--- src/rtl/reg_bus_master_if.sv ---
// Register-bus master port bundle: host command/write/read streams plus the
// cwusb_clk register-bus strobes. master = initiator view, slave = host + responders.
interface reg_bus_master_if #(
  parameter int pBYTECNT_SIZE = 7
) ();
  logic                     I_cmd_valid;
  logic                     O_cmd_ready;
  logic                     I_cmd_write;
  logic [7:0]               I_cmd_addr;
  logic [pBYTECNT_SIZE-1:0] I_cmd_len;

  logic [7:0]               I_wdata;
  logic                     I_wdata_valid;
  logic                     O_wdata_ready;

  logic [7:0]               O_rdata;
  logic                     O_rdata_valid;
  logic                     I_rdata_ready;

  logic [7:0]               reg_address;
  logic [pBYTECNT_SIZE-1:0] reg_bytecnt;
  logic [7:0]               write_data;
  logic                     reg_write;
  logic                     reg_read;
  logic                     reg_addrvalid;
  logic [7:0]               read_data;

  logic                     O_busy;
  logic                     O_error;

  modport master (
    input  I_cmd_valid, I_cmd_write, I_cmd_addr, I_cmd_len,
    input  I_wdata, I_wdata_valid, I_rdata_ready, read_data,
    output O_cmd_ready, O_wdata_ready, O_rdata, O_rdata_valid,
    output reg_address, reg_bytecnt, write_data, reg_write, reg_read, reg_addrvalid,
    output O_busy, O_error
  );

  modport slave (
    output I_cmd_valid, I_cmd_write, I_cmd_addr, I_cmd_len,
    output I_wdata, I_wdata_valid, I_rdata_ready, read_data,
    input  O_cmd_ready, O_wdata_ready, O_rdata, O_rdata_valid,
    input  reg_address, reg_bytecnt, write_data, reg_write, reg_read, reg_addrvalid,
    input  O_busy, O_error
  );
endinterface

--- src/rtl/reg_bus_master.sv ---
// Initiator for the cwusb_clk register bus: command/data byte streams in, one-cycle
// reg_write/reg_read strobes out. Define REG_MASTER_TIMEOUT_EN to add the stall watchdog.
module reg_bus_master #(
  parameter int pBYTECNT_SIZE  = 7,
  parameter int pTIMEOUT_WIDTH = 16
) (
  input logic              cwusb_clk,
  input logic              reset_i,
  reg_bus_master_if.master bus
);

  typedef enum logic [2:0] {
    S_IDLE, S_SETUP, S_WR, S_WR_STB, S_RD_REQ, S_RD_CAP, S_RD_HOLD, S_DONE
  } state_t;

  state_t                   state_q, state_d;
  logic [7:0]               addr_q;
  logic [7:0]               wdata_q;
  logic [7:0]               rdata_q;
  logic [pBYTECNT_SIZE-1:0] len_q;
  logic [pBYTECNT_SIZE-1:0] cnt_q;
  logic                     write_q;
  logic                     rvalid_q;
  logic                     error_q;
  logic                     last_byte;
  logic                     abort;

  logic cmd_ready_c, wdata_ready_c, reg_write_c, reg_read_c, addrvalid_c, busy_c;

  assign last_byte = (cnt_q == len_q - 1'b1);

  // NOTE: every variable gets a default before the case so no path leaves it unassigned (no latches).
  always_comb begin
    state_d       = state_q;
    cmd_ready_c   = 1'b0;
    wdata_ready_c = 1'b0;
    reg_write_c   = 1'b0;
    reg_read_c    = 1'b0;
    addrvalid_c   = 1'b1;
    busy_c        = 1'b1;
    case (state_q)
      S_IDLE: begin
        cmd_ready_c = 1'b1;
        addrvalid_c = 1'b0;
        busy_c      = 1'b0;
        if (bus.I_cmd_valid) state_d = S_SETUP;
      end
      S_SETUP: begin
        if (len_q == '0)  state_d = S_DONE;
        else if (write_q) state_d = S_WR;
        else              state_d = S_RD_REQ;
      end
      S_WR: begin
        wdata_ready_c = 1'b1;
        if (abort)                  state_d = S_DONE;
        else if (bus.I_wdata_valid) state_d = S_WR_STB;
      end
      S_WR_STB: begin
        reg_write_c = 1'b1;
        state_d     = last_byte ? S_DONE : S_WR;
      end
      S_RD_REQ: begin
        reg_read_c = 1'b1;
        state_d    = S_RD_CAP;
      end
      S_RD_CAP: state_d = S_RD_HOLD;
      S_RD_HOLD: begin
        if (abort)                  state_d = S_DONE;
        else if (bus.I_rdata_ready) state_d = last_byte ? S_DONE : S_RD_REQ;
      end
      S_DONE: begin
        addrvalid_c = 1'b0;
        state_d     = S_IDLE;
      end
      default: state_d = S_IDLE;
    endcase
  end

  // NOTE: sequential state uses non-blocking assignments so every register samples pre-edge values.
  always_ff @(posedge cwusb_clk) begin
    // NOTE: all datapath registers are reset too, so a dropped burst leaves no stale byte on the outputs.
    if (reset_i) begin
      state_q  <= S_IDLE;
      addr_q   <= '0;
      wdata_q  <= '0;
      rdata_q  <= '0;
      len_q    <= '0;
      cnt_q    <= '0;
      write_q  <= 1'b0;
      rvalid_q <= 1'b0;
    end else begin
      state_q <= state_d;
      case (state_q)
        S_IDLE: begin
          if (bus.I_cmd_valid) begin
            addr_q  <= bus.I_cmd_addr;
            len_q   <= bus.I_cmd_len;
            write_q <= bus.I_cmd_write;
            cnt_q   <= '0;
          end
        end
        S_WR: begin
          if (bus.I_wdata_valid) wdata_q <= bus.I_wdata;
        end
        // Byte index moves only after the strobe so it is stable during reg_write.
        S_WR_STB: cnt_q <= cnt_q + 1'b1;
        S_RD_CAP: begin
          rdata_q  <= bus.read_data;
          rvalid_q <= 1'b1;
        end
        S_RD_HOLD: begin
          if (abort) begin
            rvalid_q <= 1'b0;
          end else if (bus.I_rdata_ready) begin
            rvalid_q <= 1'b0;
            cnt_q    <= cnt_q + 1'b1;
          end
        end
        S_DONE: cnt_q <= '0;
        default: ;
      endcase
    end
  end

`ifdef REG_MASTER_TIMEOUT_EN
  localparam logic [pTIMEOUT_WIDTH-1:0] STALL_LAST = {pTIMEOUT_WIDTH{1'b1}} - 1'b1;

  logic [pTIMEOUT_WIDTH-1:0] stall_q;
  logic                      stalled;

  assign stalled = ((state_q == S_WR)      && !bus.I_wdata_valid) ||
                   ((state_q == S_RD_HOLD) && !bus.I_rdata_ready);
  // The stall that would take the counter to all-ones ends the burst.
  assign abort   = stalled && (stall_q == STALL_LAST);

  always_ff @(posedge cwusb_clk) begin
    if (reset_i) begin
      stall_q <= '0;
      error_q <= 1'b0;
    end else begin
      stall_q <= (stalled && !abort) ? stall_q + 1'b1 : '0;
      if (abort) error_q <= 1'b1;
    end
  end
`else
  assign abort   = 1'b0;
  assign error_q = 1'b0;
`endif

  // O_cmd_ready is masked during reset so every output reads 0 while reset_i is high.
  assign bus.O_cmd_ready   = cmd_ready_c && !reset_i;
  assign bus.O_wdata_ready = wdata_ready_c;
  assign bus.O_rdata       = rdata_q;
  assign bus.O_rdata_valid = rvalid_q;
  assign bus.reg_address   = addr_q;
  assign bus.reg_bytecnt   = cnt_q;
  assign bus.write_data    = wdata_q;
  assign bus.reg_write     = reg_write_c;
  assign bus.reg_read      = reg_read_c;
  assign bus.reg_addrvalid = addrvalid_c;
  assign bus.O_busy        = busy_c;
  assign bus.O_error       = error_q;

endmodule

--- src/flat_wrapper.sv ---
// flat-port wrapper written by rule: the top's interface ports become plain ports
module reg_bus_master_flat 
#(
  parameter int pBYTECNT_SIZE  = 7,
  parameter int pTIMEOUT_WIDTH = 16
)
  (cwusb_clk, reset_i, bus_I_cmd_valid, bus_I_cmd_write, bus_I_cmd_addr, bus_I_cmd_len, bus_I_wdata, bus_I_wdata_valid, bus_I_rdata_ready, bus_read_data, bus_O_cmd_ready, bus_O_wdata_ready, bus_O_rdata, bus_O_rdata_valid, bus_reg_address, bus_reg_bytecnt, bus_write_data, bus_reg_write, bus_reg_read, bus_reg_addrvalid, bus_O_busy, bus_O_error);
  reg_bus_master_if #(.pBYTECNT_SIZE(pBYTECNT_SIZE)) bus_i ();
  input logic cwusb_clk;
  input logic reset_i;
  input wire logic [$bits(bus_i.I_cmd_valid)-1:0] bus_I_cmd_valid;
  input wire logic [$bits(bus_i.I_cmd_write)-1:0] bus_I_cmd_write;
  input wire logic [$bits(bus_i.I_cmd_addr)-1:0] bus_I_cmd_addr;
  input wire logic [$bits(bus_i.I_cmd_len)-1:0] bus_I_cmd_len;
  input wire logic [$bits(bus_i.I_wdata)-1:0] bus_I_wdata;
  input wire logic [$bits(bus_i.I_wdata_valid)-1:0] bus_I_wdata_valid;
  input wire logic [$bits(bus_i.I_rdata_ready)-1:0] bus_I_rdata_ready;
  input wire logic [$bits(bus_i.read_data)-1:0] bus_read_data;
  output wire logic [$bits(bus_i.O_cmd_ready)-1:0] bus_O_cmd_ready;
  output wire logic [$bits(bus_i.O_wdata_ready)-1:0] bus_O_wdata_ready;
  output wire logic [$bits(bus_i.O_rdata)-1:0] bus_O_rdata;
  output wire logic [$bits(bus_i.O_rdata_valid)-1:0] bus_O_rdata_valid;
  output wire logic [$bits(bus_i.reg_address)-1:0] bus_reg_address;
  output wire logic [$bits(bus_i.reg_bytecnt)-1:0] bus_reg_bytecnt;
  output wire logic [$bits(bus_i.write_data)-1:0] bus_write_data;
  output wire logic [$bits(bus_i.reg_write)-1:0] bus_reg_write;
  output wire logic [$bits(bus_i.reg_read)-1:0] bus_reg_read;
  output wire logic [$bits(bus_i.reg_addrvalid)-1:0] bus_reg_addrvalid;
  output wire logic [$bits(bus_i.O_busy)-1:0] bus_O_busy;
  output wire logic [$bits(bus_i.O_error)-1:0] bus_O_error;
  assign bus_i.I_cmd_valid = bus_I_cmd_valid;
  assign bus_i.I_cmd_write = bus_I_cmd_write;
  assign bus_i.I_cmd_addr = bus_I_cmd_addr;
  assign bus_i.I_cmd_len = bus_I_cmd_len;
  assign bus_i.I_wdata = bus_I_wdata;
  assign bus_i.I_wdata_valid = bus_I_wdata_valid;
  assign bus_i.I_rdata_ready = bus_I_rdata_ready;
  assign bus_i.read_data = bus_read_data;
  assign bus_O_cmd_ready = bus_i.O_cmd_ready;
  assign bus_O_wdata_ready = bus_i.O_wdata_ready;
  assign bus_O_rdata = bus_i.O_rdata;
  assign bus_O_rdata_valid = bus_i.O_rdata_valid;
  assign bus_reg_address = bus_i.reg_address;
  assign bus_reg_bytecnt = bus_i.reg_bytecnt;
  assign bus_write_data = bus_i.write_data;
  assign bus_reg_write = bus_i.reg_write;
  assign bus_reg_read = bus_i.reg_read;
  assign bus_reg_addrvalid = bus_i.reg_addrvalid;
  assign bus_O_busy = bus_i.O_busy;
  assign bus_O_error = bus_i.O_error;
  reg_bus_master #(.pBYTECNT_SIZE(pBYTECNT_SIZE), .pTIMEOUT_WIDTH(pTIMEOUT_WIDTH)) u_core (.cwusb_clk(cwusb_clk), .reset_i(reset_i), .bus(bus_i));
endmodule
--- config.mk ---
export PLATFORM = sky130hd
export DESIGN_NAME = reg_bus_master_flat
export DESIGN_NICKNAME = d
export VERILOG_FILES = /design/src/rtl/reg_bus_master_if.sv /design/src/rtl/reg_bus_master.sv /design/src/flat_wrapper.sv
export SDC_FILE = /design/constraint.sdc
export NUM_CORES = 1
export LEC_CHECK = 0
export CAP_MARGIN = 0
export CELL_PAD_IN_SITES_DETAIL_PLACEMENT = 1
export CELL_PAD_IN_SITES_GLOBAL_PLACEMENT = 1
export CORE_UTILIZATION = 28
export CTS_CLUSTER_DIAMETER = 80
export DETAILED_ROUTE_END_ITERATION = 10
export GPL_ROUTABILITY_DRIVEN = 1
export PLACE_DENSITY_LB_ADDON = 0.1
export SLEW_MARGIN = 20
export SYNTH_ARGS = -nofsm -noshare
export SYNTH_HDL_FRONTEND = slang
export SYNTH_SLANG_ARGS = --single-unit
--- constraint.sdc ---
create_clock -name cwusb_clk -period 1.9 [get_ports cwusb_clk]
set_input_delay 0.19 -clock cwusb_clk [delete_from_list [all_inputs] [get_ports cwusb_clk]]
set_output_delay 0.19 -clock cwusb_clk [all_outputs]
set_load 0.005 [all_outputs]
Word level (Yosys, flattened, before mapping)
Cells that the tools add are included.

Add/sub/neg operators: 2. Equal/unequal tests: 11. Muxes and demuxes: 19. Reduce and logical (&&, ||, !) cells: 12.

Operator list (number): $pmux W7 S4 (1); $pmux W3 S8 (1); $mux W3 (6); $mux W7 (2); $eq A3 B3 Y1 const B (4); $add A7 B1 Y7 const B (1); $eq A7 B7 Y1 (1); $logic_not A7 Y1 (1); $mux W1 (7); $sub A7 B1 Y7 const B (1); $eq A3 B2 Y1 const B (2); $ne A2 B2 Y1 const B (3); $reduce_and A2 Y1 (3); $reduce_and A3 Y1 (2); $reduce_bool A4 Y1 (1); $eq A3 B1 Y1 const B (1); $logic_not A3 Y1 (1); $mux W2 (1); $pmux W1 S2 (1); $reduce_bool A2 Y1 (1); $reduce_or A2 Y1 (1); $logic_and A1 B1 Y1 (1); $logic_not A1 Y1 (1).

Flip-flop bits (word level): 43. Input bits: 37. Output and inout port bits: 39. Word-level logic and storage cells: 52.

Longest topological paths before layout
Gate-level depths: netlist (run 1).

Depth in word-level cells: 5. Mapped depth: 7. Gate-level depth less buffers: 7.

Least setup slack after synthesis (run 1)
No wires, ideal clock.

Kind: register -> register. From: register u_core.state_q[2]. To: register u_core.cnt_q[6] (netlist: u_core.bus.reg_bytecnt[6]). Setup time: 117 ps. Arrival time: 1662 ps. Path slack: 121 ps. Cell stages (with the launch flop): 8. Buffers on the path: 2. Period minus slack after synthesis: 1779 ps. Cell sequence: dfxtp_1 -> buf_6 -> or4b_4 -> buf_6 -> o21a_4 -> nor4b_4 -> xnor2_1 -> nor2_2.

Cells in the longest elaborated chain, start to end: 3.

Ends and longest elaborated chain: start: declaration (line reg_bus_master.sv:16) `state_t state_q, state_d;`; start signal: assignment (line reg_bus_master.sv:92) `state_q <= state_d;`; $eq A3 B2 Y1, or another cell as far along (line reg_bus_master.sv:93) `case (state_q)`; $reduce_bool A4 Y1 (no source line) / $ne A2 B2 Y1 (equally long branches); $reduce_and A3 Y1 (no source line); end signal: assignment (line reg_bus_master.sv:106) `S_WR_STB: cnt_q <= cnt_q + 1'b1;`; end signal: assignment (line reg_bus_master.sv:116) `cnt_q <= cnt_q + 1'b1;`; end: declaration (line reg_bus_master.sv:21) `logic [pBYTECNT_SIZE-1:0] cnt_q;`.

Parallel ways exist; a longest one is shown, timed or not. A chain may end at the register's enable or synchronous reset.

Worst setup path in the final report (run 1)
From: register u_core.state_q[1]. To: output port bus_reg_read.

Cells in the longest elaborated chain, start to end: 2.

Ends and longest elaborated chain: $eq A3 B3 Y1 (line reg_bus_master.sv:41) `case (state_q)`; $mux W1 (line reg_bus_master.sv:41); end: declaration (line flat_wrapper.sv:27) `output wire logic [$bits(bus_i.reg_read)-1:0] bus_reg_read;`.

Every way passes these cells.

==> results list, run 1 <==
* Final routed DRC violation total: 0
* Worst R2R Path Depth: 5
* Pre-Repair DR Iteration Count: 3
- Area of the multi-input gates: 1100 um^2
- For this design the ratio of total power to cell area is 923 nW/um^2.
* Die area: 7710 um^2
- In this run the core area contains 30 standard-cell rows.
- Setup violators final: 0
- Signed area change from the synthesized netlist to the final layout: 45.7%
- Insertion delay of the later-clocked pin in the worst-skew pair: 290 ps
- GRT overflow: 0
- Wire per inst: 13.2 um
- Subtracting the final worst setup slack from the clock period gives 1820 ps.
- Fill cell total of the finished layout: 843
* Hold path endpoint: u_core.bus.reg_address[2]
- For this block, the via count after detailed routing is 1950.
- In this run, the number of DRC markers left after iteration 0 of detailed routing was 40.
* Largest fanout of any net on the critical path: 7
- Element type at the critical path end: output port
* Number of instances in the synthesized netlist: 252
* Vias per std cell: 4.62
- Across the run, the number of max-cap violations was 0.
- Crit Path Category: flip-flop to output port
* Path class of the lowest-slack min-delay path: input port to flip-flop
- Synth Cell Area: 2060 um^2
- Yosys warning total: 0
- Htree depth: 2
- Share of final-layout standard cells stronger than drive strength 1: 8.59%
- In this run the post-CTS setup repair buffer count came out at 0.
* CTS tree: done
* Run status: finished clean
- Commonest non-fill, non-tap cell in the layout: clkdlybuf4s50_1
- Top achievable clock speed: 0.550 GHz
- The die is 87.8 um tall.
* Number of buffers inserted for hold repair after clock tree synthesis: 0
* Worst Min Path Start: bus_I_cmd_addr[2]
- Count of distinct cell types in the synthesized netlist: 42
* Final hold violation count: 0
- Setup slack on the worst reg-to-reg path comes out at 180 ps.
* Most frequent cells in the layout: clkdlybuf4s50_1 (74), nand2_1 (49), dfxtp_1 (41)
- Final period utilization: 95.7%
* Detailed-route wire length: 5550 um
- Final-stage net count: 365
* Final HPWL from detailed placement: 4070 um
- Flip-flop and latch count after synthesis: 43
- Global routing used 15.0% of the available tracks across all layers.
- CTS Buf Count: 5
* Required arrival time at the worst endpoint: 1710 ps
- The number of gates resized after CTS was 0.
* Pin count of the biggest net entering global routing: 34
- R2r startpoint: u_core.state_q[2]
- Startpoint kind of the worst setup timing path: flip-flop
- Aggregate negative setup slack: 0 ps
- After clock tree synthesis, the clock-pin slew on the worst setup and hold paths is 80 ps.
* Nets in the synthesized netlist: 292
- Clock skew on the completed layout was measured at 3.20 ps.
- FF+latch area: 863 um^2
* Max Buffers Root-to-Sink: 2
- Final number of max-transition violations: 0
- Data arrival time at the worst-slack endpoint: 1630 ps
* Input/output buffers: 74
- 0 antenna diodes ended up in the layout.
* Hold path cells: 3
* Antenna Violating Nets Remaining: 0
- Peak supply drop: 0.359 mV
* RePlAce Congestion: 0.763
- Initial antenna violation count: 0
- Floorplan die width: 87.8 um
- Each instance of the synthesized netlist takes up on average 8.18 um^2.
- CTS saw 43 sinks.
- After synthesis, flip-flops and latches occupy 41.7% of the total area.
- # IOs: 76
- Endpoint of the worst-slack reg-to-reg timing path: u_core.bus.reg_bytecnt[5]
* Leakage power figure: 0.00107 uW
- The core region is 6940 um^2.
* Unrepaired setup endpoints after global routing: true
- The first global-routing pass estimated 8980 um of wire.
- The initial utilization of the core area, before any placement, comes to 29.7%.
- Root Buffer Master: clkbuf_8
- The via count of the first global-routing pass was 1968.
- The design draws 2770 uW.
==> sequential cells by signal (all words and copies together), names as in the netlist <==
name / cells
u_core.bus.O_rdata_valid: 1
u_core.bus.reg_address: 8
u_core.bus.O_rdata: 8
u_core.len_q: 7
u_core.write_q: 1
u_core.bus.reg_bytecnt: 7
u_core.bus.write_data: 8
u_core.state_q: 3
==> layout make-up <==
| type | instances | share of cell area [%] |
|---|---|---|
| multi-input combinational | 186 | 36.8 |
| sequential | 43 | 28.7 |
| timing repair buffer | 84 | 27.2 |
| tap | 96 | 4.00 |
| clock buffer | 7 | 2.54 |
| inverter | 5 | 0.625 |
| clock inverter | 1 | 0.167 |
==> report_power, final <==
group | total, uW | internal, uW | switching, uW | leakage [uW]
combinational | 1100 | 555 | 545 | 0.000678
sequential | 1100 | 1010 | 96.1 | 0.000350
clock | 571 | 258 | 313 | 0.0000422
total | 2770 | 1820 | 954 | 0.00107
==> critical path, cell delays in order (launching register included) <==
cell and delay (ps):
dfxtp_2 370, buf_4 160, nor2b_1 150, and2_1 140
clkdlybuf4s50_1 520
==> how the worst max path moves through the flow <==
stage                 startpoint                        end  cells after the start
4_1_cts        u_core.state_q[1]              bus_reg_write                      3
2_1_floorplan  u_core.state_q[2]  u_core.bus.reg_bytecnt[6]                      7
3_5_place_dp     bus_I_cmd_valid  u_core.bus.reg_bytecnt[6]                      6
5_1_grt        u_core.state_q[2]            bus_O_cmd_ready                      4
6_report       u_core.state_q[1]               bus_reg_read                      4
3_3_place_gp     bus_I_cmd_valid  u_core.bus.reg_bytecnt[5]                      6
==> through the flow <==
step / hold WS (ps) / utilization (%) / setup slack, ps / std cells / instance area [um^2]
floorplan: 326 / - / 121 / 252 / 2060
global placement: 442 / 41.9 / -27.6 / 414 / 2910
detailed placement: 450 / 41.9 / -51.7 / 414 / 2910
CTS: 430 / 43.1 / 2.44 / 422 / 2990
global route: 437 / 43.3 / -49.4 / 422 / 3000
finish: 437 / 43.3 / 81.4 / 422 / 3000
==> metal layers <==
layer  vias to the layer above  share of wire [%]  track usage, %
met5                         -                  0               0
met4                         0                1.3            5.37
met3                         7                6.9            4.34
met2                        55                 43            24.5
met1                       897                 49            19.0
li1                        991                  -               -
==> cell usage after synthesis <==
| cell | instances | area share (%) |
|---|---|---|
| mux2_2 | 1 | 0.55 |
| xnor2_1 | 10 | 4.2 |
| nand2b_1 | 1 | 0.30 |
| o21ai_1 | 3 | 0.73 |
| nor2b_1 | 3 | 0.91 |
| clkbuf_1 | 13 | 2.4 |
| nand2_1 | 49 | 8.9 |
| nor2_1 | 19 | 3.5 |
| ha_1 | 3 | 1.8 |
| a21o_1 | 1 | 0.36 |
| and2_1 | 4 | 1.2 |
| inv_2 | 1 | 0.18 |
| a21oi_1 | 29 | 7.0 |
| o21a_1 | 1 | 0.36 |
| nand4_1 | 4 | 1.2 |
| buf_2 | 1 | 0.24 |
| or3_1 | 1 | 0.30 |
| buf_4 | 1 | 0.36 |
| or4b_4 | 1 | 0.67 |
| o21a_4 | 1 | 0.73 |
| o21bai_1 | 2 | 0.73 |
| inv_1 | 4 | 0.73 |
| buf_6 | 2 | 1.1 |
| a22oi_1 | 1 | 0.36 |
| buf_1 | 1 | 0.18 |
| and3_1 | 2 | 0.61 |
| nand3b_1 | 2 | 0.73 |
| nor3_1 | 7 | 1.7 |
| o21ai_0 | 4 | 0.97 |
| conb_1 | 1 | 0.18 |
| a221oi_1 | 1 | 0.42 |
| a31oi_1 | 1 | 0.30 |
| mux2i_1 | 9 | 4.4 |
| nor2_2 | 2 | 0.61 |
| nand3_1 | 10 | 2.4 |
| nand4b_1 | 1 | 0.42 |
| nor4b_4 | 2 | 2.3 |
| xor2_1 | 6 | 2.5 |
| nor4b_1 | 1 | 0.42 |
| a211o_1 | 2 | 0.85 |
| dfxtp_1 | 43 | 42 |
| nor4_1 | 1 | 0.30 |
==> cells by family after synthesis <==
family,after synthesis,synth area share [%]
xor+xnor,16,6.80
simple gates,110,26.5
fa+ha+maj,3,1.82
flops,43,41.7
mux,10,4.92
buf+inv,23,5.16
compound gates,46,12.9
other cells,1,0.182
Note: power is estimated with default switching activity, not from simulation.
==> run 2: changes to the inputs <==
- CORE_UTILIZATION: 28 -> 31
- clock period: 1.9 -> 1.75 ns (I/O delays scaled with it)
==> results list, run 2 (synthesis results as in run 1) <==
* Run status: finished clean
- Timing would allow up to 0.603 GHz.
- In this run the worst setup path terminates at u_core.bus.reg_bytecnt[6].
* Endpoint of the worst-slack reg-to-reg timing path: u_core.bus.reg_bytecnt[6]
- The number of endpoints with negative hold slack in the final report came to 0 (unchanged).
* Critical path buffer and inverter count: 0 (-2)
* Finished Layout Cells: 409 (-3.1%)
- Most frequent cells in the layout: clkdlybuf4s50_1 (70), nand2_1 (49), dfxtp_1 (40)
* Max_cap viols: 0 (unchanged)
- The remaining design rule violation count was 0 (unchanged).
* Final period utilization: 94.7%
- The area growth from synthesis to layout is 49.0%.
* Levels on crit path: 5 (+1)
- The post-layout total power was 3130 uW (+13%).
- The worst clock skew on the final layout came to 3.05 ps (-0.143 ps).
- The count of TritonRoute iterations in the first routing pass came to 4 (+1).
* Required arrival time at the worst endpoint: 1930 ps (+220 ps)
* Area of the multi-input gates: 1130 um^2 (+2.0%)
- Row cnt: 29 (-3.3%)
- # IOs: 76 (unchanged)
- End-of-flow core utilization: 48.1% (+4.9 points)
- The areal power density over the cells came to 1020 nW/um^2 (+10%).
- The number of clock buffers inserted by TritonCTS was 5 (unchanged).
- The number of inserted diodes came to 0 (unchanged).
* First-pass GRT wire length: 9560 um (+6.4%)
* Root Buffer Master: clkbuf_8
* Element type at the critical path end: flip-flop
* RePlAce Congestion: 0.808 (+6.0%)
- Fill cell total of the finished layout: 776 (-7.9%)
* Crit path largest cell delay: 570 ps (+50 ps)
- Final-stage net count: 372 (+1.9%)
- The clock-pin slew on the worst setup and hold paths is 80 ps (about the same).
- The chip width was 83.6 um (-4.9%).
- In this run the critical register-to-register path is launched from u_core.state_q[2].
- The routed wirelength normalized by instance count came to 13.9 um (+5.3%).
* Gr usage total: 16.9% (+1.8 points)
- Die Ht: 83.6 um (-4.9%)
- The largest fanout on the critical path was 7 (unchanged).
* Input/output buffers: 74 (unchanged)
* Initial antenna violation count: 0 (unchanged)
- Path class of the lowest-slack min-delay path: input port to flip-flop
* Data arrival time at the worst-slack endpoint: 1840 ps (+210 ps)
* Worst R2R Path Depth: 5 (unchanged)
- Startpoint kind of the worst setup timing path: flip-flop
* Minimum period implied by the final worst setup slack: 1660 ps
- Peak supply drop: 0.388 mV (+8.2%)
- The number of DRC violations after detailed-routing iteration 0 was 51 (+28%).
- Commonest non-fill, non-tap cell in the layout: clkdlybuf4s50_1
* Max Buffers Root-to-Sink: 2 (unchanged)
- The hold-fix buffer count after cts came to 0 (unchanged).
* Crit Path Category: flip-flop to flip-flop
- The maximum level of the CTS H-tree is 2 (unchanged).
- Pin count of the biggest net entering global routing: 21 (-38%)
- The aggregate negative setup slack was 0 ps (unchanged).
- The number of clock sinks came to 43 (unchanged).
* Setup violators final: 0 (unchanged)
* Total via count after detailed routing: 1993 (+2.2%)
* Area inside the core boundary: 6390 um^2 (-8.0%)
* Unrepaired setup endpoints after global routing: false
- The largest individual stage delay along the critical path comes from the cell or4b_4.
- The total placed cells including tap cells is 401 (-3.1%).
* GRT overflow: 0 (unchanged)
- The critical path starts at u_core.state_q[2].
- Traced cell by cell, the critical path runs through or4b_4 > o21a_4 > nor4b_4 > xnor2_1 > nor2_2.
- The area occupied by registers is 872 um^2 (+1.0%).
- The detailed-route vias per instance came to 4.87 (+5.5%).
- Share of final-layout standard cells stronger than drive strength 1: 12.0% (+3.5 points)
- Final number of max-transition violations: 0 (unchanged)
- Final HPWL from detailed placement: 4200 um (+3.3%)
* Insertion delay of the later-clocked pin in the worst-skew pair: 290 ps (about the same)
* Crit-path leading delay family: simple AND/OR/NAND/NOR gates
- The leakage power total was 0.00115 uW (+7.0%).
* Vias in the first global route: 2009 (+2.1%)
- The effective utilization at floorplan came to 32.3% (+2.6 points).
- The total detailed-routing wirelength is 5670 um (+2.1%).
* Antenna Violating Nets Remaining: 0 (unchanged)
- Die area: 6980 um^2 (-9.5%)
- The reg2reg setup slack is 90 ps (-90 ps).
* CTS tree: done
[run 2: worst min-delay path by stage]
stage,from,to,slack (ps),depth (start not counted)
final,bus_I_cmd_len[2],u_core.len_q[2],420,3
after global routing,bus_I_cmd_addr[2],u_core.bus.reg_address[2],420,3
after CTS,bus_I_cmd_addr[5],u_core.bus.reg_address[5],410,3
after detailed placement,u_core.bus.reg_address[5],u_core.bus.reg_address[5],450,2
after global placement,u_core.bus.reg_address[6],u_core.bus.reg_address[6],440,2
after floorplan,bus_I_cmd_write,u_core.write_q,310,2
[run 2: area by class of cell]
class,count,share of cell area [%]
multi-input cells,186,36.7
flip-flops and latches,43,28.4
repair buffers,91,28.3
well taps,77,3.14
clock buffers,6,2.69
inverters,5,0.611
clock inverters,1,0.163
[run 2: power by group]
group | leakage (uW) | total (uW) | internal [uW] | switching [uW]
combinational | 0.000748 | 1270 | 645 | 621
clock | 0.0000470 | 641 | 310 | 331
sequential | 0.000351 | 1220 | 1100 | 117
total | 0.00115 | 3130 | 2060 | 1070
[run 2: per-layer routing]
layer  global-route usage [%]  routed length (um)  part of all wire [%]
met1                     21.7                2650                    47
met2                     27.3                2600                    46
met3                     5.04                 351                   6.2
met4                     5.08                  64                   1.1
met5                        0                   0                     0
[run 2: metrics by stage]
step                      hold WS, ps  instance area (um^2)  setup slack (ps)
after floorplan                   311                  2060              31.9
after global placement            442                  2930             -75.7
after detailed placement          449                  2930              -121
after CTS                         413                  3060              14.3
after global routing              418                  3070              13.3
final                             423                  3070              92.8
[run 2: worst register-to-register path: cells and delay by family (launching register included)]
kind             cells  cell delay, ps
XOR/XNOR             1             170
flip-flops           1             390
AND/OR/NAND/NOR      3             830
AO/OA/AOI/OAI        1             160
[run 2: what timing repair did]
action                     4_1_cts  5_1_grt
setup endpoints to repair        5        5
setup buffers                    1        0
resized for setup               13        5
==> run 3: changes to the inputs <==
- CORE_MARGIN: not set -> 2
==> results list, run 3 (synthesis results as in run 1) <==
- Max Buffers Root-to-Sink: 2 (unchanged)
* Logic pwr share: 40.0% (-0.5 points)
* Input/output buffers: 74 (unchanged)
* CTS Buf Count: 5 (unchanged)
- R2r startpoint: u_core.state_q[2]
* Final-stage net count: 372 (unchanged)
* Cell-internal power: 2080 uW (+1.0%)
* Root Buffer Master: clkbuf_8
* Htree depth: 2 (unchanged)
* Aggregate negative setup slack: 0 ps (unchanged)
* Hold path endpoint: u_core.bus.reg_address[6]
- The worst hold path begins at bus_I_cmd_addr[6].
* Wire per inst: 13.9 um (+0.60%)
- Final hold violation count: 0 (unchanged)
- Required arrival time at the worst endpoint: 1940 ps (about the same)
* Fraction of power consumed by the clock network: 21.6% (+1.1 points)
- Vias per std cell: 4.80 (-1.6%)
- The hold-fix buffer count after cts came to 0 (unchanged).
- Pin count of the biggest net entering global routing: 22 (+4.8%)
- Setup violators final: 0 (unchanged)
- The worst hold path stage count is 3 (unchanged).
- Crit path largest cell delay: 570 ps (about the same)
- The leakage power total came to 0.00116 uW (+1.0%).
- Data arrival time at the worst-slack endpoint: 1840 ps (about the same)
* Path class of the lowest-slack min-delay path: input port to flip-flop
- The area added between synthesis and finish is 49.2% (about the same).
* Row cnt: 29 (unchanged)
- Final period utilization: 94.3% (-0.37 points)
- Largest fanout of any net on the critical path: 6 (-1)
- The count of pins over their slew limit was 0 (unchanged).
- Element type at the critical path end: flip-flop
- The routability-driven placement congestion ratio was 0.828 (+2.5%).
- Max_cap viols: 0 (unchanged)
- Most frequent cells in the layout: clkdlybuf4s50_1 (69), nand2_1 (49), dfxtp_1 (40)
* Antenna Violating Nets Remaining: 0 (unchanged)
- The maximum vdd ir drop came to 0.429 mV (+10%).
* Diodes inserted: 0 (unchanged)
- The switching power is 1080 uW (+1.3%).
- Floorplan die width: 85.6 um (+2.4%)
- The run finished with clean final reports.
* DP Worst Slack: -138 ps (-17.3 ps)
- Endpoint of the worst-slack reg-to-reg timing path: u_core.bus.reg_bytecnt[5]
* Final HPWL from detailed placement: 4180 um (-0.53%)
* Worst reg-to-reg setup slack: 100 ps (about the same)
- Crit Path Category: flip-flop to flip-flop
- The area occupied by registers is 872 um^2 (unchanged).
- Maximum clock skew at final layout: 4.52 ps (+1.47 ps)
- The share of post-route cells with drive strength above 1 was 12.0% (-0.036 points).
- The combined global-route utilization of all metal layers was 16.5% (-0.42 points).
* Clock transition at the register clock pins on the worst setup and hold paths after CTS: 90 ps (about the same)
- Area inside the core boundary: 6390 um^2 (unchanged)
* Effective utilization at floorplan: 32.3% (unchanged)
- First-pass GRT wire length: 9610 um (+0.58%)
- Die Ht: 85.6 um (+2.4%)
* Top achievable clock speed: 0.606 GHz (+0.39%)
* Worst R2R Path Depth: 5 (unchanged)
- Area of the multi-input gates: 1120 um^2 (-0.33%)
* Cells traversed along the worst timing path: or4b_4 > o21a_4 > nor4b_4 > xnor2_1 > nor2_2
* # IOs: 76 (unchanged)
* CTS tree: done
* Sink count of the clock tree: 43 (unchanged)
* Part of the total power dissipated in sequential elements: 38.4% (-0.6 points)
- The switching part of the total power was 34.2% (+0.056 points).
- Initial antenna violation count: 0 (unchanged)
* Slowest stage cell, crit path: or4b_4
- The via count of the first global-routing pass is 1968 (-2.0%).
* Number of violations reported at the end of detailed-routing iteration 0: 44 (-14%)
- The worst setup path is launched from a flip-flop.
* Commonest non-fill, non-tap cell in the layout: clkdlybuf4s50_1
- The die area was 7320 um^2 (+4.8%).
- The areal power density over the cells was 1030 nW/um^2 (+1.0%).
- Setup repair after global routing left no endpoint under its margin.
- Pre-Repair DR Iteration Count: 4 (unchanged)
- The total detailed-routing wirelength is 5720 um (+0.85%).
- The total congestion overflow after global routing was 0 (unchanged).
- The total number of vias came to 1966 (-1.4%).
- The clock period minus final worst setup slack was 1650 ps (-6.47 ps).
* Final routed DRC violation total: 0 (unchanged)
* Final WS setup: 99.2 ps (+6.47 ps)
* Insertion delay of the later-clocked pin in the worst-skew pair: 290 ps (about the same)
* Fill cell total of the finished layout: 785 (+1.2%)
[run 3: cell count changes in the layout (fill, tap and decap cells not counted)]
cell	before	now
nor4_1	1	0
nor2b_2	0	1
dlymetal6s2s_1	1	2
clkbuf_1	0	1
clkinv_2	1	0
nor2b_4	1	0
nor3_2	2	1
nor4_2	0	1
nor3_1	4	5
clkinv_4	0	1
buf_6	1	0
clkdlybuf4s50_1	70	69
buf_4	16	17
[run 3: how the worst max path moves through the flow]
stage                     cells past startpoint               from                        end  slack, ps
final                                         5  u_core.state_q[2]  u_core.bus.reg_bytecnt[5]        100
after global placement                        6    bus_I_cmd_valid  u_core.bus.reg_bytecnt[5]       -100
after floorplan                               7  u_core.state_q[2]  u_core.bus.reg_bytecnt[6]         30
after global routing                          5  u_core.state_q[2]  u_core.bus.reg_bytecnt[5]          5
after CTS                                     4  u_core.state_q[2]            bus_O_cmd_ready         20
after detailed placement                      6    bus_I_cmd_valid  u_core.bus.reg_bytecnt[5]       -140
[run 3: critical path: cells and delay by family (launching register included)]
family	cells	cell delay, ps
XOR/XNOR	1	160
AO/OA/AOI/OAI	1	160
flip-flops	1	380
AND/OR/NAND/NOR	3	840
[run 3: final cells by class]
| type | instances | area share [%] |
|---|---|---|
| well taps | 77 | 3.13 |
| inverters | 5 | 0.610 |
| multi-input cells | 186 | 36.5 |
| clock inverters | 1 | 0.285 |
| repair buffers | 91 | 28.3 |
| flip-flops and latches | 43 | 28.4 |
| clock buffers | 7 | 2.81 |
[run 3: power groups by stage]
stage	sequential [uW]	combinational [uW]	clock, uW
final	1210	1270	682
after global routing	1230	1420	768
after CTS	1210	1260	709
after detailed placement	1210	1250	0
after global placement	1210	1240	0
after floorplan	1190	731	0
[run 3: through the flow]
step	std cells	hold WS [ps]	utilization, %	area [um^2]	power, uW
global placement	401	442	45.9	2930	2450
floorplan	252	311	-	2060	1920
detailed placement	401	453	45.9	2930	2460
finish	410	414	48.2	3080	3160
global route	410	410	48.2	3080	3420
CTS	409	406	47.8	3050	3180
[run 3: timing repair]
item                       4_1_cts  5_1_grt
setup endpoints to repair        5        4
setup buffers                    0        1
pin swaps                        0        1
cloned                           0        0
gates resized for setup         12        5
[run 3: routing by layer]
| layer | track usage, % | routed length, um |
|---|---|---|
| met1 | 21.4 | 2740 |
| met2 | 26.3 | 2560 |
| met3 | 5.29 | 363 |
| met4 | 4.76 | 49 |
| met5 | 0 | 0 |
